File: config.mk
export PLATFORM = sky130hd
export DESIGN_NAME = rf_write_arbiter
export DESIGN_NICKNAME = d
export VERILOG_FILES = /design/src/rtl/rf_arb_pkg.sv /design/src/rtl/rf_write_arbiter_wb_slot.sv /design/src/rtl/rf_write_arbiter.sv
export SDC_FILE = /design/constraint.sdc
export NUM_CORES = 1
export LEC_CHECK = 0
export CAP_MARGIN = 5
export CORE_MARGIN = 2
export CORE_UTILIZATION = 43
export CTS_CLUSTER_DIAMETER = 150
export DETAILED_ROUTE_END_ITERATION = 10
export PLACE_DENSITY = 0.79
export SLEW_MARGIN = 40
export SYNTH_ARGS = -nofsm -noshare
export SYNTH_HDL_FRONTEND = slang
export SYNTH_SLANG_ARGS = --single-unit
File: constraint.sdc
create_clock -name CLK -period 2.15 [get_ports CLK]
set_clock_uncertainty 0.1 [all_clocks]
set_input_delay 0.215 -clock CLK [delete_from_list [all_inputs] [get_ports CLK]]
set_output_delay 0.215 -clock CLK [all_outputs]
set_load 0.05 [all_outputs]
File: src/rtl/rf_arb_pkg.sv
// Shared definitions for the register-file write arbiter: width defaults,
// source identifiers and holding-slot state encodings.
package rf_arb_pkg;

  localparam int RF_DATA_W = 8;
  localparam int RF_ADDR_W = 3;
  localparam int RF_NREGS  = 1 << RF_ADDR_W;
  localparam int RF_CNT_W  = 8;

  typedef enum logic {
    SRC_ALU = 1'b0,
    SRC_MEM = 1'b1
  } src_e;

  typedef enum logic {
    SLOT_EMPTY = 1'b0,
    SLOT_FULL  = 1'b1
  } slot_e;

endpackage

File: src/rtl/rf_write_arbiter_wb_slot.sv
// One-entry writeback holding slot: accepts a register write when empty or
// when its current entry is being granted this cycle.
module wb_slot
  import rf_arb_pkg::*;
#(
  parameter int DATA_W = RF_DATA_W,
  parameter int ADDR_W = RF_ADDR_W
) (
  input  logic              CLK,
  input  logic              RESET,
  input  logic              i_valid,
  input  logic [ADDR_W-1:0] i_addr,
  input  logic [DATA_W-1:0] i_data,
  input  logic              i_grant,
  output logic              o_ready,
  output logic              o_accept,
  output logic              o_full,
  output logic [ADDR_W-1:0] o_addr,
  output logic [DATA_W-1:0] o_data
);

  slot_e             r_state;
  slot_e             w_state_nxt;
  logic [ADDR_W-1:0] r_addr;
  logic [DATA_W-1:0] r_data;

  assign o_full   = (r_state == SLOT_FULL);
  assign o_ready  = ~o_full | i_grant;
  assign o_accept = i_valid & o_ready;
  assign o_addr   = r_addr;
  assign o_data   = r_data;

  always_ff @(posedge CLK) begin
    if (RESET) r_state <= SLOT_EMPTY;
    else       r_state <= w_state_nxt;
  end

  // A grant with a simultaneous accept keeps the slot full (back-to-back).
  always_comb begin
    w_state_nxt = r_state;
    if (o_accept)     w_state_nxt = SLOT_FULL;
    else if (i_grant) w_state_nxt = SLOT_EMPTY;
  end

  always_ff @(posedge CLK) begin
    if (o_accept) begin
      r_addr <= i_addr;
      r_data <= i_data;
    end
  end

endmodule

File: src/rtl/rf_write_arbiter.sv
// Arbitrates the single register-file write port between ALU and MEM
// writeback slots (oldest first) and exports a pending-write scoreboard.
module rf_write_arbiter
  import rf_arb_pkg::*;
#(
  parameter int DATA_W = RF_DATA_W,
  parameter int ADDR_W = RF_ADDR_W,
  parameter int NREGS  = RF_NREGS,
  parameter int CNT_W  = RF_CNT_W
) (
  input  logic              CLK,
  input  logic              RESET,
  input  logic              ALU_VALID,
  input  logic [ADDR_W-1:0] ALU_ADDR,
  input  logic [DATA_W-1:0] ALU_DATA,
  output logic              ALU_READY,
  input  logic              MEM_VALID,
  input  logic [ADDR_W-1:0] MEM_ADDR,
  input  logic [DATA_W-1:0] MEM_DATA,
  output logic              MEM_READY,
  input  logic [ADDR_W-1:0] RD1_ADDR,
  input  logic [ADDR_W-1:0] RD2_ADDR,
  output logic              RF_WRITE,
  output logic [ADDR_W-1:0] RF_INADDRESS,
  output logic [DATA_W-1:0] RF_IN,
  output logic [NREGS-1:0]  PEND,
  output logic              RD1_HAZ,
  output logic              RD2_HAZ,
  output logic [CNT_W-1:0]  CONFLICT_CNT
);

  logic              w_alu_full, w_alu_accept, w_alu_grant;
  logic [ADDR_W-1:0] w_alu_addr;
  logic [DATA_W-1:0] w_alu_data;
  logic              w_mem_full, w_mem_accept, w_mem_grant;
  logic [ADDR_W-1:0] w_mem_addr;
  logic [DATA_W-1:0] w_mem_data;
  logic              w_any_full;
  src_e              w_win_src;
  logic [NREGS-1:0]  w_pend;
  logic              r_mem_older;
  logic [CNT_W-1:0]  r_conflict_cnt;

  function automatic logic [CNT_W-1:0] sat_inc(input logic [CNT_W-1:0] v);
    return (&v) ? v : v + CNT_W'(1);
  endfunction

  wb_slot #(.DATA_W(DATA_W), .ADDR_W(ADDR_W)) u_alu_slot (
    .CLK      (CLK),
    .RESET    (RESET),
    .i_valid  (ALU_VALID),
    .i_addr   (ALU_ADDR),
    .i_data   (ALU_DATA),
    .i_grant  (w_alu_grant),
    .o_ready  (ALU_READY),
    .o_accept (w_alu_accept),
    .o_full   (w_alu_full),
    .o_addr   (w_alu_addr),
    .o_data   (w_alu_data)
  );

  wb_slot #(.DATA_W(DATA_W), .ADDR_W(ADDR_W)) u_mem_slot (
    .CLK      (CLK),
    .RESET    (RESET),
    .i_valid  (MEM_VALID),
    .i_addr   (MEM_ADDR),
    .i_data   (MEM_DATA),
    .i_grant  (w_mem_grant),
    .o_ready  (MEM_READY),
    .o_accept (w_mem_accept),
    .o_full   (w_mem_full),
    .o_addr   (w_mem_addr),
    .o_data   (w_mem_data)
  );

  assign w_any_full  = w_alu_full | w_mem_full;
  assign w_mem_grant = w_mem_full & (~w_alu_full | r_mem_older);
  assign w_alu_grant = w_alu_full & ~w_mem_grant;
  assign w_win_src   = w_mem_grant ? SRC_MEM : SRC_ALU;

  // Write is suppressed during reset so queued entries are dropped, not committed.
  always_comb begin
    RF_WRITE     = 1'b0;
    RF_INADDRESS = '0;
    RF_IN        = '0;
    if (w_any_full && !RESET) begin
      RF_WRITE = 1'b1;
      if (w_win_src == SRC_MEM) begin
        RF_INADDRESS = w_mem_addr;
        RF_IN        = w_mem_data;
      end else begin
        RF_INADDRESS = w_alu_addr;
        RF_IN        = w_alu_data;
      end
    end
  end

  always_comb begin
    w_pend = '0;
    if (w_alu_full) w_pend[w_alu_addr] = 1'b1;
    if (w_mem_full) w_pend[w_mem_addr] = 1'b1;
  end

  assign PEND         = w_pend;
  assign RD1_HAZ      = w_pend[RD1_ADDR];
  assign RD2_HAZ      = w_pend[RD2_ADDR];
  assign CONFLICT_CNT = r_conflict_cnt;

  // A fresh ALU fill makes any resident MEM entry older; a same-edge double fill
  // also lands here, leaving MEM older.
  always_ff @(posedge CLK) begin
    if (RESET) begin
      r_mem_older    <= 1'b0;
      r_conflict_cnt <= '0;
    end else begin
      if (w_alu_accept)      r_mem_older <= 1'b1;
      else if (w_mem_accept) r_mem_older <= 1'b0;
      if (w_alu_full && w_mem_full) r_conflict_cnt <= sat_inc(r_conflict_cnt);
    end
  end

endmodule

# Yosys cells after proc, flatten, opt, wreduce, memory -nomap -nowiden
# Index checks and enable logic that the tools add are counted.
[word_totals]
register_bits = 33
input_bits = 32
output_inout_bits = 32
wordCells = 60
[classes]
mux = 22
addsub = 1
reduce_logical = 10
bitwise = 13
order_cmp = 6
[op_table]
columns = ["cell", "count"]
rows = [
  ["$mux W8", 4],
  ["$lt A3 B4 Y1 const B", 4],
  ["$mux W1", 12],
  ["$add A8 B1 Y8 const B", 1],
  ["$or A8 B8 Y8", 1],
  ["$reduce_and A8 Y1", 1],
  ["$bmux W1 S3", 2],
  ["$demux W1 S3", 2],
  ["$ge A3 B1 Y1 const B", 2],
  ["$mux W3", 2],
  ["$reduce_bool A2 Y1", 3],
  ["$and A1 B1 Y1", 4],
  ["$logic_and A1 B1 Y1", 4],
  ["$not A1 Y1", 4],
  ["$or A1 B1 Y1", 4],
  ["$reduce_and A2 Y1", 1],
  ["$logic_not A1 Y1", 1],
]

# Logic depth before layout (Yosys ltp)
[logic_depth]
word_depth = 9
ltp_mapped = 5
mapped_depth_nobuf = 5

# Cells and area by module
# Synthesis repeated with hierarchy kept, for this count alone.
[unflattened]
cells_unflattened = 167
area_unflattened_um2 = 1744.2
[modules_own_cells]
columns = ["module", "cells_per_inst", "seq_area_each_um2", "area_per_inst_um2", "instances"]
rows = [
  ["rf_write_arbiter", 135, 180.2, 973.4, 1],
  ["wb_slot", 16, 350.3, 385.4, 2],
]

# Worst setup path before layout
# No wires, ideal clock.
[synth_timing]
path_kind = "reg2out"
from = "reg u_alu_slot.r_addr[2] (netlist: u_alu_slot.o_addr[2])"
to = "out RD1_HAZ"
arrival_time_ns = 3.051
setup_slack_ns = -1.216
n_path_buf = 1
path_stages_with_launch = 6
required_ns = 1.835
cell_sequence = "edfxtp_1 -> buf_2 -> inv_1 -> o41ai_1 -> o2111ai_1 -> o311ai_1"
[synth_between]
elab_chain_len = 9
word_cells_on_any_way = 10
cone_classes = "2 x order compare; 6 x mux; 1 x bitwise; 1 x reduce/logical"
[synth_rtl]
columns = ["item", "line_no", "rtl"]
rows = [
  ["start, declared", "rf_write_arbiter_wb_slot.sv:24", "logic [ADDR_W-1:0] r_addr;"],
  ["start signal, assigned", "rf_write_arbiter_wb_slot.sv:47", "r_addr <= i_addr;"],
  ["$lt A3 B4 Y1 (not written as such) / $ge A3 B1 Y1 (equally long branches)", "rf_write_arbiter.sv:100", "if (w_alu_full) w_pend[w_alu_addr] = 1'b1;"],
  ["$logic_and A1 B1 Y1 (not written as such)", "rf_write_arbiter.sv:100", ""],
  ["$mux W1 (not written as such)", "rf_write_arbiter.sv:100", ""],
  ["$demux W1 S3 (*)", "rf_write_arbiter.sv:100", ""],
  ["$mux W8 (*)", "rf_write_arbiter.sv:100", ""],
  ["$or A8 B8 Y8 (no source line)", "-", ""],
  ["$mux W8 (*)", "rf_write_arbiter.sv:101", "if (w_mem_full) w_pend[w_mem_addr] = 1'b1;"],
  ["via PEND[4]", "rf_write_arbiter.sv:26", "output logic [NREGS-1:0] PEND,"],
  ["$bmux W1 S3 (*)", "rf_write_arbiter.sv:105", "assign RD1_HAZ = w_pend[RD1_ADDR];"],
  ["$mux W1 (not written as such) (*)", "rf_write_arbiter.sv:105", ""],
  ["end, declared", "rf_write_arbiter.sv:27", "output logic RD1_HAZ,"],
]
# Mark *: on every way through the listed nets, which the timed path passes. The rest lies on a longest branch. The select of a mux whose other input is x is not followed.

# Final worst setup path
[layout_timing]
from = "reg u_mem_slot.r_addr[0] (netlist: u_mem_slot.o_addr[0])"
to = "out RD1_HAZ"
[layout_between]
elab_chain_len = 8
word_cells_on_any_way = 9
cone_classes = "2 x order compare; 5 x mux; 1 x bitwise; 1 x reduce/logical"
[layout_rtl]
columns = ["item", "line_no"]
rows = [
  ["start, declared", "rf_write_arbiter_wb_slot.sv:24"],
  ["start signal, assigned", "rf_write_arbiter_wb_slot.sv:47"],
  ["$lt A3 B4 Y1 (not written as such) / $ge A3 B1 Y1 (equally long branches)", "rf_write_arbiter.sv:101"],
  ["$logic_and A1 B1 Y1 (not written as such)", "rf_write_arbiter.sv:101"],
  ["$mux W1 (not written as such)", "rf_write_arbiter.sv:101"],
  ["$demux W1 S3 (*)", "rf_write_arbiter.sv:101"],
  ["$or A8 B8 Y8 (no source line) (*)", "-"],
  ["$mux W8 (*)", "rf_write_arbiter.sv:101"],
  ["$bmux W1 S3 (*)", "rf_write_arbiter.sv:105"],
  ["$mux W1 (not written as such) (*)", "rf_write_arbiter.sv:105"],
]
# Every way passes the cells marked *; elsewhere a longest branch is shown, timed or not. The select of a mux whose other input is x is not followed.

==> impl_metrics.py <==
metrics = {
    "critical_path": {
        "critPathSlowestCell": "sky130_fd_sc_hd__or4b_4",
        "timing.critical_path.cells": "or4b_4, o41ai_4, mux2i_2, o311ai_4, buf_12",
        "timing.critical_path.required_ns": 1.84,
        "setup.worst_path.class": "reg2out",
        "critical_path.endpoint_type": "output port",
        "timing.critical_path.slowest_cell_delay_ns": 0.56,
        "reg2reg_depth": 4,
        "worstReg2RegEnd": "u_mem_slot.o_addr[2]",
        "timing.reg2reg.setup_slack_ns": 0.26,
        "timing.critical_path.arrival_ns": 1.94,
        "critical_path.reg2reg.startpoint": "u_mem_slot.o_full",
        "critical_path.startpoint_type": "flop",
        "path_max_fanout": 3,
    },
    "synthesis": {
        "synth-seq-area-share_pct": 53.3,
        "yosysUniqueCellTypes": 39,
        "yosys.area.top_type": "sky130_fd_sc_hd__edfxtp_1",
        "mappedNetlistArea_um2": 1650,
        "synth_cells": 149,
        "synth_flop_cell": "sky130_fd_sc_hd__edfxtp_1",
        "post-synth-top-area-fraction_pct": 40.0,
        "ys_warn_count": 0,
        "syn-mean-instance-area_um2": 11.1,
        "synth_top_cells_by_area": "sky130_fd_sc_hd__edfxtp_1, sky130_fd_sc_hd__dfxtp_1, sky130_fd_sc_hd__mux2i_1",
        "synthesis.nets": 182,
        "synth-async-reset-ratio_pct": 0,
        "yosys_register_bits": 33,
        "synth_enable_flop_cells": 22,
    },
    "die": {
        "chipWidth_um": 66,
        "ioPinCount": 64,
        "cell_rows": 22,
        "design.die.area_um2": 4360,
        "floorplan.initialDensity_pct": 44.8,
        "die_height_um": 66,
        "core_area_um2": 3690,
    },
    "global_routing": {
        "grtUsageTotal_pct": 22.1,
        "first_global_vias": 1557,
        "grt_antenna_before_repair": 0,
        "pin_count_of_the_biggest_net_entering_global_routing": 13,
        "grt_overflow_total": 0,
        "global_route_wire_length_before_repair_um": 7350,
    },
    "detailed_routing": {
        "post_drt_via_cell_ratio": 5.51,
        "vias": 1499,
        "detailedRoute.firstIterationViolations": 73,
        "drcViolationCount": 0,
        "detailedRoute.firstPassIterationCount": 4,
        "routed_wl_um": 4470,
        "ant_nets": 0,
        "routedWlPerCell_um": 16.4,
    },
    "placement": {
        "finalWeightedCongestion": 0.767,
        "place.detailed.instances": 261,
        "post_dp_cell_area_um2": 2600,
        "dp.final_hpwl_um": 3340,
        "port_buffers": 63,
        "detailedPlace.worstSlack_ns": 0.0652,
    },
    "power": {
        "power_report.internal_total_mw": 1.14,
        "power.share.switching_pct": 27.3,
        "power_mw": 1.57,
        "netSwitchingPower_mw": 0.430,
        "power.sequential.fraction_pct": 46.3,
        "leakage_nw": 1.10,
        "clock_power_share_pct": 30.5,
        "p_comb_share_pct": 23.2,
        "cellPowerDensity_nw_per_um2": 575,
        "worst_voltage_drop_across_the_vdd_grid_v": 0.000436,
    },
    "timing": {
        "fin_crit_ns": 2.25,
        "setup_repair_after_global_routing_missed_its_margin": "yes",
        "max_slew.worst_pin.slew_ns": 0.530,
        "max_clock_freq_mhz": 444,
        "hold_viol": 0,
        "slew_margin_rel_pct": 64.7,
        "min_period_over_period_pct": 105,
        "setup_total_negative_slack_ns": -0.204,
        "setup_ws_ns": -0.104,
        "setup_violations": 2,
        "timing_max_transition_violations_final": 0,
    },
    "run_status": {
        "violations": "negative setup slack",
        "status": "complete, but fails checks",
    },
    "clocking": {
        "worst_setup_hold_path_clk_slew_ns": 0.07,
        "cts_max_level": 2,
        "cts_inserted_buffers": 5,
        "clock_latency_ns": 0.28,
        "clock-sinks": 33,
        "clk_path_buf_depth": 2,
        "clock-root-buffer": "sky130_fd_sc_hd__clkbuf_8",
        "cts_hold_repair.buffers": 0,
        "tritoncts": "yes",
    },
    "worst_hold_path": {
        "cell_depth_of_the_worst_hold_path": 1,
        "worstHoldStart": "MEM_DATA[6]",
        "hold_end": "u_mem_slot.o_data[6]",
        "min_path_type": "in2reg",
    },
    "finish": {
        "num-nets-final": 256,
        "finalNonFillerCells": 272,
        "fin_area_um2": 2740,
        "layout-drive-gt1-share_pct": 24.1,
        "num_antenna_cells": 0,
        "area.growth.synth_to_final_pct": 65.5,
    },
    "flow_run": {
        "drv.max_cap_violation_count": 0,
    },
}
[worst max path at each step]
stage	start	end	cells past startpoint	slack, ns
floorplan	u_alu_slot.o_addr[0]	RD1_HAZ	3	-0.26
global placement	RD1_ADDR[2]	RD1_HAZ	6	0.16
detailed placement	RD2_ADDR[2]	RD2_HAZ	6	0.07
CTS	u_mem_slot.o_addr[0]	RD2_HAZ	5	-0.10
global route	u_mem_slot.o_addr[0]	RD2_HAZ	5	-0.20
finish	u_mem_slot.o_addr[0]	RD1_HAZ	5	-0.10
[stage by stage]
step	utilization [%]	hold slack, ns
floorplan	-	0.188
global placement	70.5	0.387
detailed placement	70.5	0.403
CTS	73.7	0.384
global route	74.2	0.388
finish	74.2	0.388
[cell type report]
| type | count | area, um2 |
|---|---|---|
| timing repair buffer | 73 | 871 |
| multi-input combinational | 100 | 788 |
| tap | 48 | 60.1 |
| inverter | 10 | 37.5 |
| clock buffer | 6 | 82.6 |
| sequential | 33 | 882 |
| fill | 254 | 953 |
| clock inverter | 2 | 13.8 |
[worst max-delay path: cells and delay by family (launching register included)]
family	cells	cell delay, ns
buffers and inverters	1	0.18
muxes	1	0.15
and+or+nand+nor	1	0.56
DFF	1	0.39
AOI/OAI and AO/OA	2	0.37
[state kept, by name, summed over array words and instances, names as in the netlist]
signal,count
CONFLICT_CNT,8
r_mem_older,1
u_alu_slot.o_addr,3
u_mem_slot.o_addr,3
u_alu_slot.o_data,8
u_mem_slot.o_full,1
u_alu_slot.o_full,1
u_mem_slot.o_data,8
[cells by family after synthesis]
family	synth area share, %
XOR/XNOR	2.65
flip-flops	53.3
adder cells (fa/ha/maj)	0.757
AND/OR/NAND/NOR	15.8
multiplexers	8.48
AO/OA/AOI/OAI	14.9
buffers and inverters	4.09
[per-layer routing]
metal	track usage, %	routed length, um	vias to the layer above	part of all wire, %
met2	40.4	2320	60	52
met4	6.12	49	0	1.1
li1	-	-	717	-
met3	5.79	300	8	6.7
met5	0	0	-	0
met1	25.2	1800	714	40
[Yosys cell counts (all sizes together), types with 2 or more instances]
cell     instances
buf              4
o221ai           2
dfxtp           11
a21oi            6
and2             3
o21ai            2
nand4b           2
nand2            6
o211ai           2
xor2             4
o2111ai          2
o311ai           2
nand4bb          2
mux2i           14
nand3            7
clkbuf           2
a211oi           5
o22ai            6
edfxtp          22
nand3b           3
inv             10
nor2            16
o41ai            3
[power groups by stage]
stage | registers [mW] | clock network (mW) | logic, mW
6_report | 0.729 | 0.480 | 0.365
5_1_grt | 0.731 | 0.520 | 0.383
4_1_cts | 0.729 | 0.487 | 0.363
3_5_place_dp | 0.743 | 0 | 0.357
3_3_place_gp | 0.740 | 0 | 0.348
2_1_floorplan | 0.742 | 0 | 0.171
[layout by cell type, fill, tap and decap left out, types with 2 or more instances in the layout]
cell / n
sky130_fd_sc_hd__clkdlybuf4s50_1: 39
sky130_fd_sc_hd__edfxtp_1: 22
sky130_fd_sc_hd__buf_12: 18
sky130_fd_sc_hd__nor2_1: 16
sky130_fd_sc_hd__buf_4: 16
sky130_fd_sc_hd__mux2i_1: 12
sky130_fd_sc_hd__dfxtp_1: 10
sky130_fd_sc_hd__inv_1: 9
sky130_fd_sc_hd__nand3_1: 7
sky130_fd_sc_hd__nand2_1: 6
sky130_fd_sc_hd__o22ai_1: 6
sky130_fd_sc_hd__a21oi_1: 6
sky130_fd_sc_hd__clkbuf_8: 6
sky130_fd_sc_hd__a211oi_1: 5
sky130_fd_sc_hd__xor2_1: 4
sky130_fd_sc_hd__and2_1: 3
sky130_fd_sc_hd__nand3b_1: 3
sky130_fd_sc_hd__nand4bb_1: 2
sky130_fd_sc_hd__o41ai_4: 2
sky130_fd_sc_hd__nand4b_1: 2
sky130_fd_sc_hd__mux2i_2: 2
sky130_fd_sc_hd__o2111ai_1: 2
sky130_fd_sc_hd__o221ai_1: 2
sky130_fd_sc_hd__o211ai_1: 2
sky130_fd_sc_hd__o311ai_4: 2
[repair_timing]
item | CTS | global route
gates resized for setup | 4 | 1
setup endpoints to repair | 14 | 13
setup buffers | 1 | 2
pin swaps | 1 | 2
No activity file was read; power rests on OpenSTA's default activity.
